## src/rtl/neg_arbiter_pkg.sv

```systemverilog
// Shared definitions for the neg_arbiter block.
//   state_e    : FSM state type (IDLE, NEG, RESP), 2-bit encoding
//   DATA_WIDTH : default operand/result width (32)
//   MIN_NEG    : most negative 32-bit two's-complement value
package neg_arbiter_pkg;

  localparam int          DATA_WIDTH = 32;
  localparam logic [31:0] MIN_NEG    = 32'h8000_0000;

  typedef enum logic [1:0] {
    IDLE = 2'd0,
    NEG  = 2'd1,
    RESP = 2'd2
  } state_e;

endpackage

```

## src/rtl/negate.sv

```systemverilog
// Two's-complement negate datapath: out = ~A + 1 (mod 2^WIDTH).
// Ports:
//   A   : operand
//   out : negated operand
module negate #(
  parameter int WIDTH = 32
) (
  input  logic [WIDTH-1:0] A,
  output logic [WIDTH-1:0] out
);

  assign out = ~A + WIDTH'(1);

endmodule

```

## src/rtl/neg_arbiter.sv

```systemverilog
// Two-requester round-robin arbiter in front of a single negate unit.
// Each accepted operand is registered, negated in the NEG state and held in
// RESP until the consumer takes it.
// Optional feature macro: NEG_ARBITER_OVF_EN (registered most-negative flag
// on rsp_ovf; when undefined rsp_ovf is constant 0).
// Ports:
//   clk, rst                         : clock, synchronous active-high reset
//   req0_valid/req0_data/req0_ready  : requester 0 operand handshake
//   req1_valid/req1_data/req1_ready  : requester 1 operand handshake
//   rsp_valid/rsp_id/rsp_data/rsp_ovf/rsp_ready : tagged result handshake
//   busy                             : high whenever not in IDLE
module neg_arbiter
  import neg_arbiter_pkg::*;
#(
  parameter int WIDTH = DATA_WIDTH
) (
  input  logic             clk,
  input  logic             rst,
  input  logic             req0_valid,
  input  logic [WIDTH-1:0] req0_data,
  output logic             req0_ready,
  input  logic             req1_valid,
  input  logic [WIDTH-1:0] req1_data,
  output logic             req1_ready,
  output logic             rsp_valid,
  output logic             rsp_id,
  output logic [WIDTH-1:0] rsp_data,
  output logic             rsp_ovf,
  input  logic             rsp_ready,
  output logic             busy
);

  state_e           state_q, state_d;
  logic [WIDTH-1:0] op_q, op_d;
  logic             id_q, id_d;
  logic             prio_q, prio_d;
  logic [WIDTH-1:0] rsp_data_q, rsp_data_d;
  logic             rsp_id_q, rsp_id_d;
  logic [WIDTH-1:0] neg_out;
  logic             grant_id;
  logic             in_idle;
  logic             accept;

  negate #(.WIDTH(WIDTH)) u_negate (
    .A   (op_q),
    .out (neg_out)
  );

  // With both requesters valid the priority bit decides; otherwise the single
  // valid requester (if any) is chosen.
  assign grant_id = (req0_valid && req1_valid) ? prio_q : req1_valid;
  // Gating with rst keeps every combinational output at 0 during reset.
  assign in_idle  = (state_q == IDLE) && !rst;
  assign accept   = in_idle && (req0_valid || req1_valid);

  assign req0_ready = in_idle && req0_valid && !grant_id;
  assign req1_ready = in_idle && req1_valid &&  grant_id;
  assign rsp_valid  = !rst && (state_q == RESP);
  assign busy       = !rst && (state_q != IDLE);
  assign rsp_id     = rsp_id_q;
  assign rsp_data   = rsp_data_q;

  // NOTE: every variable assigned here gets its default first, so no path
  // leaves it unassigned and no latch is inferred.
  always_comb begin
    state_d    = state_q;
    op_d       = op_q;
    id_d       = id_q;
    prio_d     = prio_q;
    rsp_data_d = rsp_data_q;
    rsp_id_d   = rsp_id_q;
    unique case (state_q)
      IDLE: begin
        if (accept) begin
          op_d    = grant_id ? req1_data : req0_data;
          id_d    = grant_id;
          prio_d  = ~grant_id;
          state_d = NEG;
        end
      end
      NEG: begin
        rsp_data_d = neg_out;
        rsp_id_d   = id_q;
        state_d    = RESP;
      end
      RESP: begin
        if (rsp_ready) state_d = IDLE;
      end
      default: state_d = IDLE;
    endcase
  end

  // NOTE: state registers use non-blocking assignments so every flop samples
  // the pre-edge values of the others.
  always_ff @(posedge clk) begin
    if (rst) begin
      state_q    <= IDLE;
      op_q       <= '0;
      id_q       <= 1'b0;
      prio_q     <= 1'b0;
      rsp_data_q <= '0;
      rsp_id_q   <= 1'b0;
    end else begin
      state_q    <= state_d;
      op_q       <= op_d;
      id_q       <= id_d;
      prio_q     <= prio_d;
      rsp_data_q <= rsp_data_d;
      rsp_id_q   <= rsp_id_d;
    end
  end

`ifdef NEG_ARBITER_OVF_EN
  logic rsp_ovf_q, rsp_ovf_d;

  always_comb begin
    rsp_ovf_d = rsp_ovf_q;
    if (state_q == NEG) rsp_ovf_d = (op_q == {1'b1, {(WIDTH-1){1'b0}}});
  end

  always_ff @(posedge clk) begin
    if (rst) rsp_ovf_q <= 1'b0;
    else     rsp_ovf_q <= rsp_ovf_d;
  end

  assign rsp_ovf = rsp_ovf_q;
`else
  assign rsp_ovf = 1'b0;
`endif

endmodule

```

## config.mk

```make
export PLATFORM = sky130hd
export DESIGN_NAME = neg_arbiter
export DESIGN_NICKNAME = d
export VERILOG_FILES = /design/src/rtl/neg_arbiter_pkg.sv /design/src/rtl/negate.sv /design/src/rtl/neg_arbiter.sv
export SDC_FILE = /design/constraint.sdc
export NUM_CORES = 1
export LEC_CHECK = 0
export ABC_AREA = 1
export CAP_MARGIN = 20
export CELL_PAD_IN_SITES_DETAIL_PLACEMENT = 0
export CELL_PAD_IN_SITES_GLOBAL_PLACEMENT = 1
export CORE_UTILIZATION = 30
export DETAILED_ROUTE_END_ITERATION = 8
export PLACE_DENSITY_LB_ADDON = 0.08
export SLEW_MARGIN = 10
export SYNTH_ARGS = -nofsm -noshare
export SYNTH_HDL_FRONTEND = slang
export SYNTH_HIERARCHICAL = 1
export SYNTH_SLANG_ARGS = --single-unit
```

## constraint.sdc

```tcl
create_clock -name clk -period 1.44 [get_ports clk]
set_clock_uncertainty 0.1 [all_clocks]
set_input_delay 0.216 -clock clk [delete_from_list [all_inputs] [get_ports clk]]
set_output_delay 0.216 -clock clk [all_outputs]
set_load 0.005 [all_outputs]
```

==> impl_metrics.yaml, run 1 <==
synth:
  synthesis.area_mm2: 0.003855
  yosys_warnings: 6
  synth_edf_count: 0
  synth_common_cells: "nand2_1 (196), nor2_1 (121), dfxtp_1 (69)"
  synthSimpleGateAreaFrac_pct: 41.35
  synth_nets: 673
  synth_fa_ha_area_share_pct: 0.3246
  synthCells: 603
  async_flop_share_pct: 0
  synthXorXnorAreaFrac_pct: 3.408
  ys.flop_type: "dfxtp_1"
  yosys.area.top_type: "dfxtp_1"
  ys_top_cells_by_area: "dfxtp_1 (36%), nand2_1 (19%), nor2_1 (12%)"
  post-synth-top-count-cell: "nand2_1"
  synthMuxAreaShare_pct: 0
  synth_compound_area_share_pct: 10.97
  synthDominantCellAreaShare_pct: 35.83
  ys_types: 27
  synth_top_family_by_area: "simple AND/OR/NAND/NOR gates"
  yosysSeqAreaShare_pct: 35.83
  synth.ff_latch_count: 69
  avgSynthCellArea_um2: 6.393
pwr:
  leakage_nw: 2.957
  power_density_mw_per_mm2: 1102
  vdd_drop_max_mv: 0.5821
placement:
  dp.cells: 912
  placed_area_mm2: 0.005444
  port_buffers: 105
  dpl.hpwl_mm: 8.824
  gp_congestion: 0.8560
finish:
  regArea_mm2: 0.001439
  finalNonFillerCells: 948
  n_antenna_cell: 0
  multiInputGateArea_mm2: 0.002614
  final_layout_size_suffix_gt1_share_pct: 29.90
  fillCellCount: 1302
  nNetsFinal: 842
  design_area_mm2: 0.006387
  final_util_pct: 50.82
  areaGrowthSynthToFinish_pct: 65.69
grt:
  antenna_found_initial: 0
  use_met3_pct: 3.321
  use_met1_pct: 25.00
  grt_max_degree: 36
  grt_util_met2_pct: 27.54
  grt_pass1_vias: 3744
  grt-ovfl-total: 0
  grt_first_pass_wirelength_mm: 18.40
  grt_use_total_pct: 17.88
  gr-max-usage-layer: "met2"
critical_path:
  cp_slowest_stage_delay_ns: 0.33
  end_kind: "output port"
  rr_startpoint: "op_q[6]"
  reg2reg_to: "rsp_data[17]"
  start_kind: "flip-flop"
  r2r_cells: 8
  critPathKind: "reg2out"
  critPathCapture: "req1_ready"
  worstPathCellList: "nor2_4 > nand2_2 > nor2_4 > buf_6 > nand2_4 > inv_2 > buf_6"
  worst_ep_arrival_time_ns: 1.24
  slowest_stage: "dfxtp_2"
  cp.required_ns: 1.12
  cp_max_fo: 2
  reg2reg_slack_ns: -0.11
  worstSetupStartpoint: "state_q[1]"
cts:
  numCtsBuffers: 9
  clock_latency_ns: 0.33
  cts.path.max_buffers: 2
  cts.clk_slew.worst_paths_ns: 0.06
  clk_root_buffer_cell: "clkbuf_16"
  hold_buffers: 0
  cts_num_sinks: 69
  tritoncts: "done"
  htree_levels: 3
flow_run:
  drv_cap: 0
timing:
  period_share_pct: 108.4
  hold_viol: 0
  fin_hold_ws_ns: 0.3346
  setup_tns_ns: -1.178
  rsz0062_at_grt: "yes"
  slew_viol_final: 0
  fin_crit_ns: 1.561
  finalWorstSetupSlack_ns: -0.1209
  fmax_mhz: 640.7
  setup_viol: 20
worst_hold_path:
  min_path_cells: 3
  holdCritPathClass: "in2reg"
route:
  ant_nets: 0
  drt-total-wl_mm: 11.82
  vias: 4204
  wl_per_cell_um: 12.47
  drcViolationCount: 0
  drt-initial-drc-count: 150
  drtPass1Iterations: 4
  viasPerCell: 4.435
floorplanning:
  die_w_um: 115.4
  placementRows: 41
  io_pins: 107
  coreArea_mm2: 0.01257
  die_h_um: 115.4
  start_util_pct: 30.67
  die-area_mm2: 0.01331
status:
  status: "finished with violations"
  violations: "setup timing"
==> worst max-delay path: cells and delay by family, from the launching register on <==
family | cells | cell delay [ns]
buf+inv | 3 | 0.24
flops | 1 | 0.33
simple gates | 4 | 0.33
==> metal layers <==
layer	share of wire, %	vias up
met5	0	-
met4	1.6	0
met3	3.7	14
met2	45	90
met1	50	1853
li1	-	2247
==> placed cells by master, fill, tap and decap left out, types with 4 or more instances in the layout <==
master and count:
a21oi_1 30, buf_12 5, buf_4 65, buf_6 14, clkbuf_16 10, clkdlybuf4s50_1 65, dfxtp_1 45, dfxtp_2 13
dfxtp_4 11, dlygate4sd2_1 35, inv_1 18, inv_2 4, nand2_1 176, nand2_2 17, nand2_4 14, nand3_1 33
nand4_1 5, nor2_1 86, nor2_2 15, nor2_4 30, o21ai_0 7, o21ai_1 21, o21ai_2 10, o21bai_1 8
xor2_1 8
==> per-stage QoR <==
| step | power (mW) | setup slack [ns] |
|---|---|---|
| after CTS | 6.759 | -0.1832 |
| after global routing | 7.472 | -0.1955 |
| after detailed placement | 4.523 | -0.5295 |
| final | 7.041 | -0.1209 |
| after global placement | 4.509 | -0.5010 |
| after floorplan | 3.510 | 0.008627 |
==> flip-flops by register name (all words and copies together), names as in the netlist <==
register,flops
id_q,1
op_q,32
prio_q,1
rsp_data,32
rsp_id,1
state_q,2
==> cells by family after synthesis <==
logic type      Yosys count
compound gates           80
xor+xnor                 15
fa+ha+maj                 1
buf+inv                  56
flops                    69
other cells               1
simple gates            381
==> timing repair <==
item	4_1_cts	5_1_grt
setup endpoints to repair	95	64
gates resized for setup	149	102
cloned	0	2
pin swaps	57	69
setup buffers	18	7
==> power by group <==
| group | switching (mW) | internal, mW |
|---|---|---|
| sequential | 0.165 | 2.10 |
| combinational | 1.42 | 1.38 |
| clock | 0.773 | 1.20 |
| total | 2.36 | 4.68 |
==> worst min path at each step <==
| stage | startpoint | slack, ns | end |
|---|---|---|---|
| after floorplan | rst | 0.31 | op_q[10] |
| after detailed placement | prio_q | 0.36 | prio_q |
| after CTS | rst | 0.33 | prio_q |
| final | rst | 0.33 | prio_q |
| after global placement | prio_q | 0.35 | prio_q |
| after global routing | rst | 0.37 | prio_q |
==> final cells by class <==
type | instances | share of cell area (%)
clock buffer | 13 | 3.918
clock inverter | 2 | 0.1567
inverter | 25 | 1.626
multi-input combinational | 478 | 40.92
sequential | 69 | 22.53
tap | 172 | 3.369
timing repair buffer | 189 | 27.48
Power figures use the tool's default switching activity.
==> run 2: changes to the inputs <==
--- a/config.mk
+++ b/config.mk
@@ -12,7 +12,7 @@
 export CORE_UTILIZATION = 30
 export DETAILED_ROUTE_END_ITERATION = 8
 export PLACE_DENSITY_LB_ADDON = 0.08
-export SLEW_MARGIN = 10
+export SLEW_MARGIN = 20
 export SYNTH_ARGS = -nofsm -noshare
 export SYNTH_HDL_FRONTEND = slang
 export SYNTH_HIERARCHICAL = 1
==> results of run 2 <==
Same layout as run 1: the final DEF is identical, and so are final timing and power.
